**config.mk**
```make
export PLATFORM = sky130hd
export DESIGN_NAME = ifetch_queue
export DESIGN_NICKNAME = d
export VERILOG_FILES = /design/src/rtl/ifetch_queue.sv
export SDC_FILE = /design/constraint.sdc
export NUM_CORES = 1
export LEC_CHECK = 0
export BUFFER_PORTS_ARGS = -buffer_cell sky130_fd_sc_hd__buf_4
export CORE_UTILIZATION = 55
export CTS_BUF_LIST = sky130_fd_sc_hd__clkbuf_16
export CTS_CLUSTER_SIZE = 40
export DETAILED_ROUTE_END_ITERATION = 6
export GPL_ROUTABILITY_DRIVEN = 0
export HOLD_SLACK_MARGIN = 0.06
export MAX_ROUTING_LAYER = met4
export PLACE_DENSITY = 0.75
export SYNTH_ARGS = -nofsm -noshare
export SYNTH_HDL_FRONTEND = slang
export SYNTH_SLANG_ARGS = --single-unit
export TNS_END_PERCENT = 20
```
**constraint.sdc**
```tcl
create_clock -name clk -period 3.7 [get_ports clk]
set_input_delay 0.74 -clock clk [delete_from_list [all_inputs] [get_ports clk]]
set_output_delay 0.74 -clock clk [all_outputs]
set_load 0.005 [all_outputs]
```
**src/rtl/ifetch_queue.sv**
```systemverilog
// ifetch_queue: instruction fetch queue between the clocked instruction
// memory and the IF/ID register. It owns the fetch PC, issues one read per
// cycle while buffer credit exists, buffers returns in a small FIFO and
// flushes everything on a branch/jump redirect.
// Optional feature macro: IFQ_BYPASS_EN (present the in-flight return
// combinationally when the FIFO is empty, saving one cycle of latency).

module ifetch_queue #(
    parameter int PC_W  = 9,
    parameter int INS_W = 32,
    parameter int DEPTH = 4
) (
    input  logic                     clk,
    input  logic                     reset,
    input  logic                     stall,
    input  logic                     redirect,
    input  logic [PC_W-1:0]          redirect_pc,
    output logic                     imem_req,
    output logic [PC_W-1:0]          imem_addr,
    input  logic [INS_W-1:0]         imem_rdata,
    output logic                     if_valid,
    output logic [PC_W-1:0]          if_pc,
    output logic [INS_W-1:0]         if_instr,
    output logic [$clog2(DEPTH):0]   ifq_count
);

    localparam int PTR_W = $clog2(DEPTH);
    localparam int CNT_W = PTR_W + 1;
    // One extra bit so count + inflight never wraps in the credit test.
    localparam int OCC_W = CNT_W + 1;

    logic [PC_W-1:0]  fetch_pc_r;
    logic [PC_W-1:0]  inflight_pc_r;
    logic             inflight_r;
    logic [INS_W-1:0] buf_instr_r [DEPTH];
    logic [PC_W-1:0]  buf_pc_r    [DEPTH];
    logic [PTR_W-1:0] rd_ptr_r;
    logic [PTR_W-1:0] wr_ptr_r;
    logic [CNT_W-1:0] count_r;

    logic             head_valid_s;
    logic             bypass_s;
    logic [PC_W-1:0]  head_pc_s;
    logic [INS_W-1:0] head_instr_s;
    logic             pop_s;
    logic             push_s;
    logic             issue_s;
    logic [OCC_W-1:0] occ_s;

    // Select the head entry: FIFO storage, or the in-flight return when bypassing.
    always_comb begin
        bypass_s     = 1'b0;
        head_valid_s = (count_r != {CNT_W{1'b0}});
        head_pc_s    = buf_pc_r[rd_ptr_r];
        head_instr_s = buf_instr_r[rd_ptr_r];
`ifdef IFQ_BYPASS_EN
        if ((count_r == {CNT_W{1'b0}}) && inflight_r) begin
            bypass_s     = 1'b1;
            head_valid_s = 1'b1;
            head_pc_s    = inflight_pc_r;
            head_instr_s = imem_rdata;
        end else begin
            bypass_s     = 1'b0;
        end
`endif
    end

    // Pop / push / issue decisions; redirect overrides everything.
    always_comb begin
        pop_s   = head_valid_s & ~stall & ~redirect;
        // A bypassed return that is consumed this cycle never enters storage.
        push_s  = inflight_r & ~redirect & ~(bypass_s & pop_s);
        // Credit counts the in-flight return and frees the slot being popped.
        occ_s   = OCC_W'(count_r) + OCC_W'(inflight_r) - OCC_W'(pop_s);
        // Reset gating keeps the request low while reset is held.
        issue_s = reset & ~redirect & (occ_s < OCC_W'(DEPTH));
    end

    // Drive the output ports; an empty head reads as an all-zero bubble.
    always_comb begin
        imem_req  = issue_s;
        imem_addr = fetch_pc_r;
        if_valid  = head_valid_s;
        ifq_count = count_r;
        if (head_valid_s) begin
            if_pc    = head_pc_s;
            if_instr = head_instr_s;
        end else begin
            if_pc    = {PC_W{1'b0}};
            if_instr = {INS_W{1'b0}};
        end
    end

    // Fetch PC and in-flight tracking; redirect reloads the PC and drops the return.
    always_ff @(posedge clk or negedge reset) begin
        if (!reset) begin
            fetch_pc_r    <= {PC_W{1'b0}};
            inflight_r    <= 1'b0;
            inflight_pc_r <= {PC_W{1'b0}};
        end else if (redirect) begin
            fetch_pc_r    <= redirect_pc;
            inflight_r    <= 1'b0;
        end else if (issue_s) begin
            fetch_pc_r    <= fetch_pc_r + PC_W'(4);
            inflight_r    <= 1'b1;
            inflight_pc_r <= fetch_pc_r;
        end else begin
            inflight_r    <= 1'b0;
        end
    end

    // FIFO storage: the returning word and its PC are written at the tail.
    always_ff @(posedge clk or negedge reset) begin
        if (!reset) begin
            for (int i = 0; i < DEPTH; i++) begin
                buf_instr_r[i] <= {INS_W{1'b0}};
                buf_pc_r[i]    <= {PC_W{1'b0}};
            end
        end else if (push_s) begin
            buf_instr_r[wr_ptr_r] <= imem_rdata;
            buf_pc_r[wr_ptr_r]    <= inflight_pc_r;
        end else begin
            buf_instr_r[wr_ptr_r] <= buf_instr_r[wr_ptr_r];
        end
    end

    // Pointers and occupancy; a flush empties the queue in one edge.
    always_ff @(posedge clk or negedge reset) begin
        if (!reset) begin
            rd_ptr_r <= {PTR_W{1'b0}};
            wr_ptr_r <= {PTR_W{1'b0}};
            count_r  <= {CNT_W{1'b0}};
        end else if (redirect) begin
            rd_ptr_r <= {PTR_W{1'b0}};
            wr_ptr_r <= {PTR_W{1'b0}};
            count_r  <= {CNT_W{1'b0}};
        end else begin
            if (push_s) begin
                wr_ptr_r <= wr_ptr_r + PTR_W'(1);
            end else begin
                wr_ptr_r <= wr_ptr_r;
            end
            if (pop_s) begin
                rd_ptr_r <= rd_ptr_r + PTR_W'(1);
            end else begin
                rd_ptr_r <= rd_ptr_r;
            end
            count_r <= count_r + CNT_W'(push_s) - CNT_W'(pop_s);
        end
    end

    ifetch_queue_chk #(
        .CNT_W (CNT_W),
        .DEPTH (DEPTH)
    ) u_chk (
        .clk   (clk),
        .reset (reset),
        .push  (push_s),
        .pop   (pop_s),
        .count (count_r)
    );

endmodule

// Checker: a push into a full queue without a simultaneous pop is an overflow.
module ifetch_queue_chk #(
    parameter int CNT_W = 3,
    parameter int DEPTH = 4
) (
    input logic             clk,
    input logic             reset,
    input logic             push,
    input logic             pop,
    input logic [CNT_W-1:0] count
);

    a_no_overflow: assert property (@(posedge clk) disable iff (!reset)
        (push && !pop) |-> (count < CNT_W'(DEPTH)));

endmodule

```
==> metrics, run 1 <==
Yosys Warn Count=0; Synth Register Bits=190; crit path kind=reg2out; sequential cell area fraction in the yosys report=50.0%; Final Hold Fails=0; layout cells sized above 1=32.1%; final number of max-transition violations=0; total power=0.00890 W; leading cell types in the layout, fill and taps excluded=dfrtp_1, nor2_1, a21oi_1; measured slew at the worst slew-check pin=0.991 ns; combinational power share=40.1%; Vias=6566; Pint=0.00581 W; clock sink total=190; Ports=100; power per cell area=804 nW/um^2; static leakage=4.63 nW; Slowest cell on crit path=dfrtp_1; PortBufs=99; clk_lat worst skew=0.44 ns; critical path's largest stage delay=0.47 ns; clk_skew=0.0121 ns; Post-DP HPWL=13000 um; cell repeated most along the worst path=nor2_1; design area=11100 sq um; Mapped Cells=787; mapped cell area=9520 sq um; drt pass-1 iters=5; crit path capture type=output pin; most common cell after layout, fill and taps aside=dfrtp_1; crit-path cells=nor3_2 -> nor2_1 -> nand2_1 -> ha_1 -> nor2_1 -> nand4bb_2 -> a31oi_4 -> nand2b_2 -> inv_1 -> buf_4; RSZ-0062 raised after global routing=false; pin count of the biggest net entering global routing=195; root buffer cell=clkbuf_16; drt via density=6.02; clk buf depth=2; Worst slew margin=34.0%; CTS tree=yes; maximum vdd drop=0.720 mV; Syn-to-layout area delta=16.4%; clock transition at the registers of the reported paths=0.07 ns; hold slack=0.507 ns; initial antenna violation count=0; dpl cell area=10400 sq um; Final Setup Violations=0; die height=134 um; largest fanout on the critical path=5; fin crit share=90.7%; WP data arrival=2.62 ns; post-layout util=66.1%; Remaining Overflow, GRT=0; Final ANT Viol Nets=0; Sequential Power Share=37.9%; fin nets=912; synth unique cells=36; R2R setup slack=1.04 ns; Resize count post-CTS=0; Mapped Nets=841; drt drc=0; htree depth=4; setup TNS=0 ns; switching power=0.00310 W; fill cell count=1206; hold buffers post-CTS=0; Period minus WS final=3.36 ns; first-pass GRT wire length=36000 um; All-Layer GR Usage=27.2%; core region area=16800 sq um; Min-Delay Path Class=reg2reg; Sw Share=34.8%; area of the multi-input gates=4490 sq um; Die Span X=134 um; row cnt=47; CTS Buf Count=17; DR WL/cell=19.7 um; Critical Path Start Type=flip-flop; outcome=completed; vias in the first global route=6941; register area=4760 sq um; syn avg cell area=12.1 sq um; DR iter-0 viols=583; Starting Density=56.8%; Max Clock Freq=298 MHz; CP required=2.96 ns; Inserted Diodes=0; Die Area=17800 sq um; Max-Cap Viols=0; Post-CTS Setup Bufs=0; clock power share=22.0%; Post-Route WL=21500 um
[power groups by stage]
stage | clock [W] | sequential [W] | combinational [W]
3_5_place_dp | 0 | 0.00340 | 0.00358
5_1_grt | 0.00209 | 0.00348 | 0.00391
2_1_floorplan | 0 | 0.00309 | 0.00258
6_report | 0.00196 | 0.00338 | 0.00357
3_3_place_gp | 0 | 0.00331 | 0.00346
4_1_cts | 0.00199 | 0.00338 | 0.00360
[synthesized netlist by cell type]
cell type / count / share of area (%)
nand2b_1: 1 / 0.066
fa_1: 1 / 0.21
mux4_2: 73 / 17
buf_6: 1 / 0.12
a21oi_1: 128 / 6.7
ha_1: 8 / 1.1
mux2_4: 8 / 1.3
and3_1: 1 / 0.066
a32oi_2: 1 / 0.17
mux2_2: 39 / 4.6
dfrtp_1: 190 / 50
nand2b_2: 1 / 0.092
o2111ai_2: 1 / 0.16
nor2_1: 139 / 5.5
nor2b_1: 43 / 2.8
nand4_1: 3 / 0.20
buf_2: 13 / 0.68
and4_1: 1 / 0.092
and2b_1: 1 / 0.079
o21ai_1: 5 / 0.26
inv_1: 11 / 0.43
xnor2_1: 8 / 0.74
nand2_1: 15 / 0.59
buf_1: 1 / 0.039
mux2_1: 2 / 0.24
a31oi_1: 4 / 0.26
xor2_1: 3 / 0.28
nor3_2: 1 / 0.11
a311o_1: 1 / 0.11
nand3_1: 1 / 0.053
nand4bb_2: 1 / 0.17
o21a_1: 1 / 0.079
nor3_1: 1 / 0.053
mux2i_1: 33 / 3.5
clkbuf_1: 45 / 1.8
a31oi_4: 1 / 0.22
[final timing paths]
| path | cells after the start | startpoint | endpoint |
|---|---|---|---|
| worst max-delay path | 10 | ifq_count[1]$_DFF_PN0_ | imem_req |
| worst min-delay path | 1 | buf_pc_r[29]$_DFFE_PN0P_ | buf_pc_r[29]$_DFFE_PN0P_ |
| worst max register to register | 10 | ifq_count[1]$_DFF_PN0_ | inflight_pc_r[8]$_DFFE_PN0P_ |
| worst min register to register | 1 | buf_pc_r[29]$_DFFE_PN0P_ | buf_pc_r[29]$_DFFE_PN0P_ |
| max in group asynchronous | 2 | reset | rd_ptr_r[0]$_DFFE_PN0P_ |
| min in group asynchronous | 2 | reset | buf_instr_r[29]$_DFFE_PN0P_ |
[stage by stage]
stage,std cells,worst slack (ns)
floorplan,787,0.529
global placement,1059,0.544
detailed placement,1059,0.442
CTS,1091,0.320
global route,1091,0.130
finish,1091,0.344
[worst max-delay path: cells and delay by family, from the launching register on]
family          cells  cell delay, ns
flops               1            0.47
simple gates        6            1.01
fa+ha+maj           1            0.23
buf+inv             2            0.16
compound gates      1            0.31
[sequential cells by signal, indices dropped and copies added, names as in the netlist]
signal,flops
buf_instr_r,128
buf_pc_r,36
ifq_count,3
imem_addr,9
inflight_pc_r,9
inflight_r,1
rd_ptr_r,2
wr_ptr_r,2
[cell families (layout without fill, tap and decap cells)]
kind of cell	Yosys count	count (layout)	synth area share, %
fa+ha+maj	9	9	1.26
buf+inv	71	155	3.05
compound gates	142	142	7.99
xor+xnor	11	11	1.01
mux	155	155	26.9
simple gates	209	209	9.87
flops	190	190	50.0
[layer usage]
metal / GRT usage (%) / vias up / wire length, um
met4: 8.65 / 0 / 345
met2: 43.3 / 236 / 10900
met5: - / - / 0
met1: 35.1 / 3335 / 8800
met3: 5.78 / 35 / 1390
li1: - / 2960 / -
[final cells by class]
| class | instances | share of cell area [%] |
|---|---|---|
| Clock buffer | 17 | 3.84 |
| Clock inverter | 15 | 1.89 |
| Inverter | 11 | 0.373 |
| Multi-Input combinational cell | 526 | 40.5 |
| Sequential cell | 190 | 43.0 |
| Tap cell | 220 | 2.49 |
| Timing Repair Buffer | 112 | 7.87 |
No activity file was read; power rests on OpenSTA's default activity.
==> run 2, diff against run 1 <==
PLACE_DENSITY = unset   (was 0.75)
PLACE_DENSITY_LB_ADDON = 0.08   (was unset)
==> run 2 against run 1 <==
Effect of this change:
- global-route usage hardly changed
- maximum frequency is 1.1% higher
- clock-buffer cell count stayed put
- sequential power is 1% lower
- sequential cell count stayed put
- utilization hardly changed
- clock skew is 0.0021 ns lower
- die area stayed put
- first-iteration DRC count is 26% lower
==> metrics, run 2 (synthesis results as in run 1) <==
CTS Buf Count=17 (unchanged); row cnt=47 (unchanged); setup TNS=0 ns (unchanged); drt via density=5.99 (-0.47%); initial antenna violation count=0 (unchanged); Die Area=17800 sq um (unchanged); Die Span X=134 um (unchanged); Post-CTS Setup Bufs=0 (unchanged); clock transition at the registers of the reported paths=0.07 ns (about the same); Final ANT Viol Nets=0 (unchanged); cells on worst reg2reg path=9 (-1); Pint=0.00585 W (+0.79%); post-layout util=66.1% (about the same); CP required=2.96 ns (about the same); Critical Path Start Type=flip-flop; Syn-to-layout area delta=16.3% (about the same); Max-Cap Viols=0 (unchanged); final number of max-transition violations=0 (unchanged); DR WL/cell=19.9 um (+0.87%); root buffer cell=clkbuf_16; fin crit share=89.7% (-1.0 points); pre-CTS setup slack=0.482 ns (+0.0399 ns); Sequential Power Share=37.3% (-0.6 points); Top Registers=buf_instr_r x128, buf_pc_r x36; pin count of the biggest net entering global routing=93 (-52%); design area=11100 sq um (about the same); htree depth=4 (unchanged); WP data arrival=2.58 ns (-0.04 ns); power per cell area=804 nW/um^2 (about the same); clk buf depth=2 (unchanged); Final Setup Violations=0 (unchanged); hold buffers post-CTS=0 (unchanged); Post-DP HPWL=13400 um (+2.7%); die height=134 um (unchanged); core region area=16800 sq um (unchanged); R2R setup slack=1.06 ns (+0.02 ns); most flop-heavy register=buf_instr_r; Remaining Overflow, GRT=0 (unchanged); Final Hold Fails=0 (unchanged); worst r2r dst=imem_addr[3]$_DFFE_PN0P_; crit path kind=reg2out; Inserted Diodes=0 (unchanged); max reg flops=128 (unchanged); largest fanout on the critical path=5 (unchanged); Min-Delay Path Class=in2async; Resize count post-CTS=0 (unchanged); leading cell types in the layout, fill and taps excluded=dfrtp_1, nor2_1, a21oi_1; Final Worst Setup Slack=0.382 ns (+0.0381 ns); crit path capture type=output pin; Max Clock Freq=301 MHz (+1.1%); Worst slew margin=22.3% (-12 points); fin nets=913 (+0.11%); clock sink total=190 (unchanged); clk_skew=0.00998 ns (-0.00214 ns); Period minus WS final=3.32 ns (-0.0381 ns); combinational power share=40.7% (+0.6 points); static leakage=4.63 nW (about the same); layout cells sized above 1=31.9% (-0.23 points); vias in the first global route=6894 (-0.68%); first-pass GRT wire length=35900 um (about the same); DR iter-0 viols=434 (-26%); Ports=100 (unchanged); Sw Share=34.3% (-0.53 points); All-Layer GR Usage=27.2% (-0.028 points); clk_lat worst skew=0.43 ns (about the same); drt pass-1 iters=7 (+2); Post-Route WL=21700 um (+0.87%); switching power=0.00305 W (-1.5%); CTS tree=yes; clock power share=21.9% (about the same); drt drc=0 (unchanged); Critical R2R Launch=ifq_count[1]$_DFF_PN0_; dpl cell area=10400 sq um (about the same); measured slew at the worst slew-check pin=1.17 ns (+0.175 ns); Vias=6535 (-0.47%); PortBufs=99 (unchanged); most common cell after layout, fill and taps aside=dfrtp_1; fill cell count=1280 (+6.1%); maximum vdd drop=0.774 mV (+7.5%); outcome=completed; Starting Density=56.8% (unchanged); RSZ-0062 raised after global routing=false
run 2: cell types whose count changed in the layout (fill, tap and decap cells not counted), moves of 2 or more:
cell / previous run / this run
clkinv_4: 6 / 1
clkinv_2: 2 / 4
clkinvlp_4: 0 / 2
inv_6: 3 / 0
run 2: layout make-up:
type / instances / area (sq um) / share of cell area, %
clock buffers: 17 / 425 / 3.84
flip-flops and latches: 190 / 4760 / 43.0
inverters: 11 / 41.3 / 0.373
clock inverters: 14 / 201 / 1.82
well taps: 220 / 275 / 2.49
multi-input cells: 526 / 4490 / 40.6
repair buffers: 113 / 880 / 7.94
run 2: worst max-delay path: stages, from the launching register on:
cell and delay [ns]:
dfrtp_1 0.47, nor3_2 0.07, nor2_1 0.25, nand2_1 0.12, ha_1 0.22, nor2_1 0.21
nand4bb_2 0.24, a31oi_4 0.32, nand2b_2 0.09, inv_1 0.06, buf_4 0.10
run 2: per-layer routing:
| metal | vias to the layer above | track usage, % | share of wire (%) |
|---|---|---|---|
| li1 | 2950 | - | - |
| met1 | 3365 | 36.0 | 42 |
| met2 | 190 | 43.7 | 52 |
| met3 | 30 | 4.49 | 4.4 |
| met4 | 0 | 7.58 | 1.3 |
| met5 | - | - | 0 |
run 2: through the flow:
| step | std cells | power, W | hold WS [ns] |
|---|---|---|---|
| after CTS | 1091 | 0.00898 | 0.192 |
| after global routing | 1091 | 0.00947 | 0.198 |
| after detailed placement | 1060 | 0.00701 | 0.488 |
| after global placement | 1060 | 0.00680 | 0.481 |
| final | 1091 | 0.00890 | 0.199 |
| after floorplan | 787 | 0.00567 | 0.444 |
run 2: how the worst max path moves through the flow:
stage	end	slack, ns	cells past startpoint	startpoint
after global placement	imem_req	0.56	10	stall
after floorplan	imem_req	0.53	11	redirect
after detailed placement	imem_req	0.48	10	stall
after CTS	imem_req	0.36	10	ifq_count[1]$_DFF_PN0_
after global routing	imem_req	0.15	10	ifq_count[1]$_DFF_PN0_
final	imem_req	0.38	10	ifq_count[1]$_DFF_PN0_
run 2: power groups by stage:
stage,clock network [W],logic (W),registers (W)
after floorplan,0,0.00258,0.00309
after global placement,0,0.00352,0.00328
after detailed placement,0,0.00365,0.00336
after CTS,0.00199,0.00366,0.00333
after global routing,0.00207,0.00397,0.00343
final,0.00195,0.00363,0.00333
==> run 3, diff against run 2 <==
PLACE_DENSITY = 0.75   (was unset)
PLACE_DENSITY_LB_ADDON = unset   (was 0.08)
SETUP_SLACK_MARGIN = 0.15   (was unset)
clock period = 4.2 ns   (was 3.7 ns; I/O delays follow)
==> run 3 against run 2 <==
Effect of this change:
- register-to-register slack improved by 0.46 ns
- final cell count decreased by 0.27%
- highest routed layer unchanged
- total power decreased by 14%
- first-iteration DRC count increased by 18%
- routed wire length decreased by 2.1%
- critical endpoint unchanged
- sequential share of layout area increased by 0.40 points
- via count decreased by 0.29%
- setup slack improved by 0.11 ns
- clock skew increased by 0.0026 ns
- combinational power decreased by 16%
- sequential cell count unchanged
==> metrics, run 3 (synthesis results as in run 1) <==
hold slack=0.332 ns (+0.133 ns); die height=134 um (unchanged); clk_skew=0.0126 ns (+0.00259 ns); cells on worst reg2reg path=9 (unchanged); Period minus WS final=3.71 ns; Syn-to-layout area delta=15.3%; Vias=6516 (-0.29%); DR iter-0 viols=511 (+18%); PortBufs=99 (unchanged); Die Span X=134 um (unchanged); final number of max-transition violations=0 (unchanged); Max-Cap Viols=0 (unchanged); clk buf depth=2 (unchanged); Worst slew margin=32.3% (+10 points); pin count of the biggest net entering global routing=149 (+60%); DR WL/cell=19.5 um (-1.8%); Post-DP HPWL=13000 um (-2.4%); static leakage=4.58 nW (-1.1%); Die Area=17800 sq um (unchanged); setup TNS=0 ns (unchanged); Top Registers=buf_instr_r x128, buf_pc_r x36; Setup crit start=ifq_count[0]$_DFF_PN0_; Post-Route WL=21200 um (-2.1%); hold buffers post-CTS=0 (unchanged); clock sink total=190 (unchanged); Post-CTS Setup Bufs=0 (unchanged); R2R setup slack=1.52 ns (+0.46 ns); Remaining Overflow, GRT=0 (unchanged); power per cell area=696 nW/um^2 (-13%); Resize count post-CTS=0 (unchanged); CP required=3.36 ns (+0.40 ns); crit path kind=reg2out; outcome=completed; vias in the first global route=6712 (-2.6%); Final Setup Violations=0 (unchanged); All-Layer GR Usage=26.3% (-0.82 points); leading cell types in the layout, fill and taps excluded=dfrtp_1, nor2_1, a21oi_1; layout cells sized above 1=31.9% (about the same); maximum vdd drop=0.604 mV (-22%); most common cell after layout, fill and taps aside=dfrtp_1; drt drc=0 (unchanged); fin nets=909 (-0.44%); Final Hold Fails=0 (unchanged); Inserted Diodes=0 (unchanged); max reg flops=128 (unchanged); RSZ-0062 raised after global routing=false; worst r2r dst=inflight_pc_r[8]$_DFFE_PN0P_; fin crit share=88.4%; CTS tree=yes; first-pass GRT wire length=34700 um (-3.4%); Max Clock Freq=269 MHz; fill cell count=1265 (-1.2%); crit path capture type=output pin; Critical R2R Launch=ifq_count[0]$_DFF_PN0_; WP data arrival=2.87 ns (+0.29 ns); Starting Density=56.8% (unchanged); CTS Buf Count=17 (unchanged); root buffer cell=clkbuf_16; crit path capture=imem_req; core region area=16800 sq um (unchanged); drt via density=5.99 (about the same); most flop-heavy register=buf_instr_r; clk_lat worst skew=0.44 ns (about the same); drt pass-1 iters=5 (-2); Final ANT Viol Nets=0 (unchanged); Min-Delay Path Class=in2async; largest fanout on the critical path=11 (+6); Critical Path Start Type=flip-flop; initial antenna violation count=0 (unchanged); htree depth=4 (unchanged); row cnt=47 (unchanged); measured slew at the worst slew-check pin=1.02 ns (-0.150 ns); Ports=100 (unchanged); clock transition at the registers of the reported paths=0.08 ns (about the same)
[run 3: cell types whose count changed in the layout (fill, tap and decap cells not counted), sizes merged]
cell / change
clkinv: -1
clkinvlp: -1
buf: -4
bufinv: -5
inv: +8
[run 3: how the worst min path moves through the flow]
stage,endpoint,slack [ns],cells past startpoint
after detailed placement,buf_pc_r[29]$_DFFE_PN0P_,0.49,1
after global routing,buf_instr_r[116]$_DFFE_PN0P_,0.35,1
final,buf_instr_r[116]$_DFFE_PN0P_,0.33,1
after global placement,buf_pc_r[16]$_DFFE_PN0P_,0.48,1
after floorplan,buf_pc_r[10]$_DFFE_PN0P_,0.47,1
after CTS,buf_instr_r[116]$_DFFE_PN0P_,0.34,1
[run 3: cell type report]
type / count / area, sq um / area share, %
Tap cell: 220 / 275 / 2.51
Sequential cell: 190 / 4760 / 43.4
Clock inverter: 15 / 145 / 1.32
Inverter: 11 / 41.3 / 0.376
Clock buffer: 17 / 425 / 3.88
Timing Repair Buffer: 109 / 837 / 7.63
Multi-Input combinational cell: 526 / 4490 / 40.9
[run 3: where the power goes]
group	leakage [nW]	total (W)	switching [W]	internal, W
clock network	0.278	0.00156	0.000768	0.000789
registers	2.04	0.00303	0.000624	0.00241
logic	2.26	0.00305	0.00137	0.00168
[run 3: per-stage QoR]
step	setup WS, ns	area, sq um	utilization (%)	power (W)	cells
4_1_cts	0.498	11000	65.5	0.00768	1088
2_1_floorplan	0.829	9520	-	0.00500	787
5_1_grt	0.280	11000	65.5	0.00810	1088
3_3_place_gp	0.643	10400	62.1	0.00594	1056
6_report	0.488	11000	65.5	0.00764	1088
3_5_place_dp	0.534	10400	62.1	0.00613	1056
[run 3: critical path: stages, from the launching register on]
cell,delay (ns)
dfrtp_1,0.46
nor3_2,0.09
nor2_1,0.26
nand2_1,0.13
ha_1,0.22
nor2_1,0.22
nand4bb_2,0.24
a31oi_4,0.31
nand2b_2,0.26
inv_1,0.12
buf_4,0.11
[run 3: layer usage]
metal	global-route usage (%)	vias to the layer above	part of all wire (%)
li1	-	2959	-
met2	41.7	219	51
met4	9.79	0	1.7
met1	34.8	3312	42
met5	-	-	0
met3	3.92	26	5.0
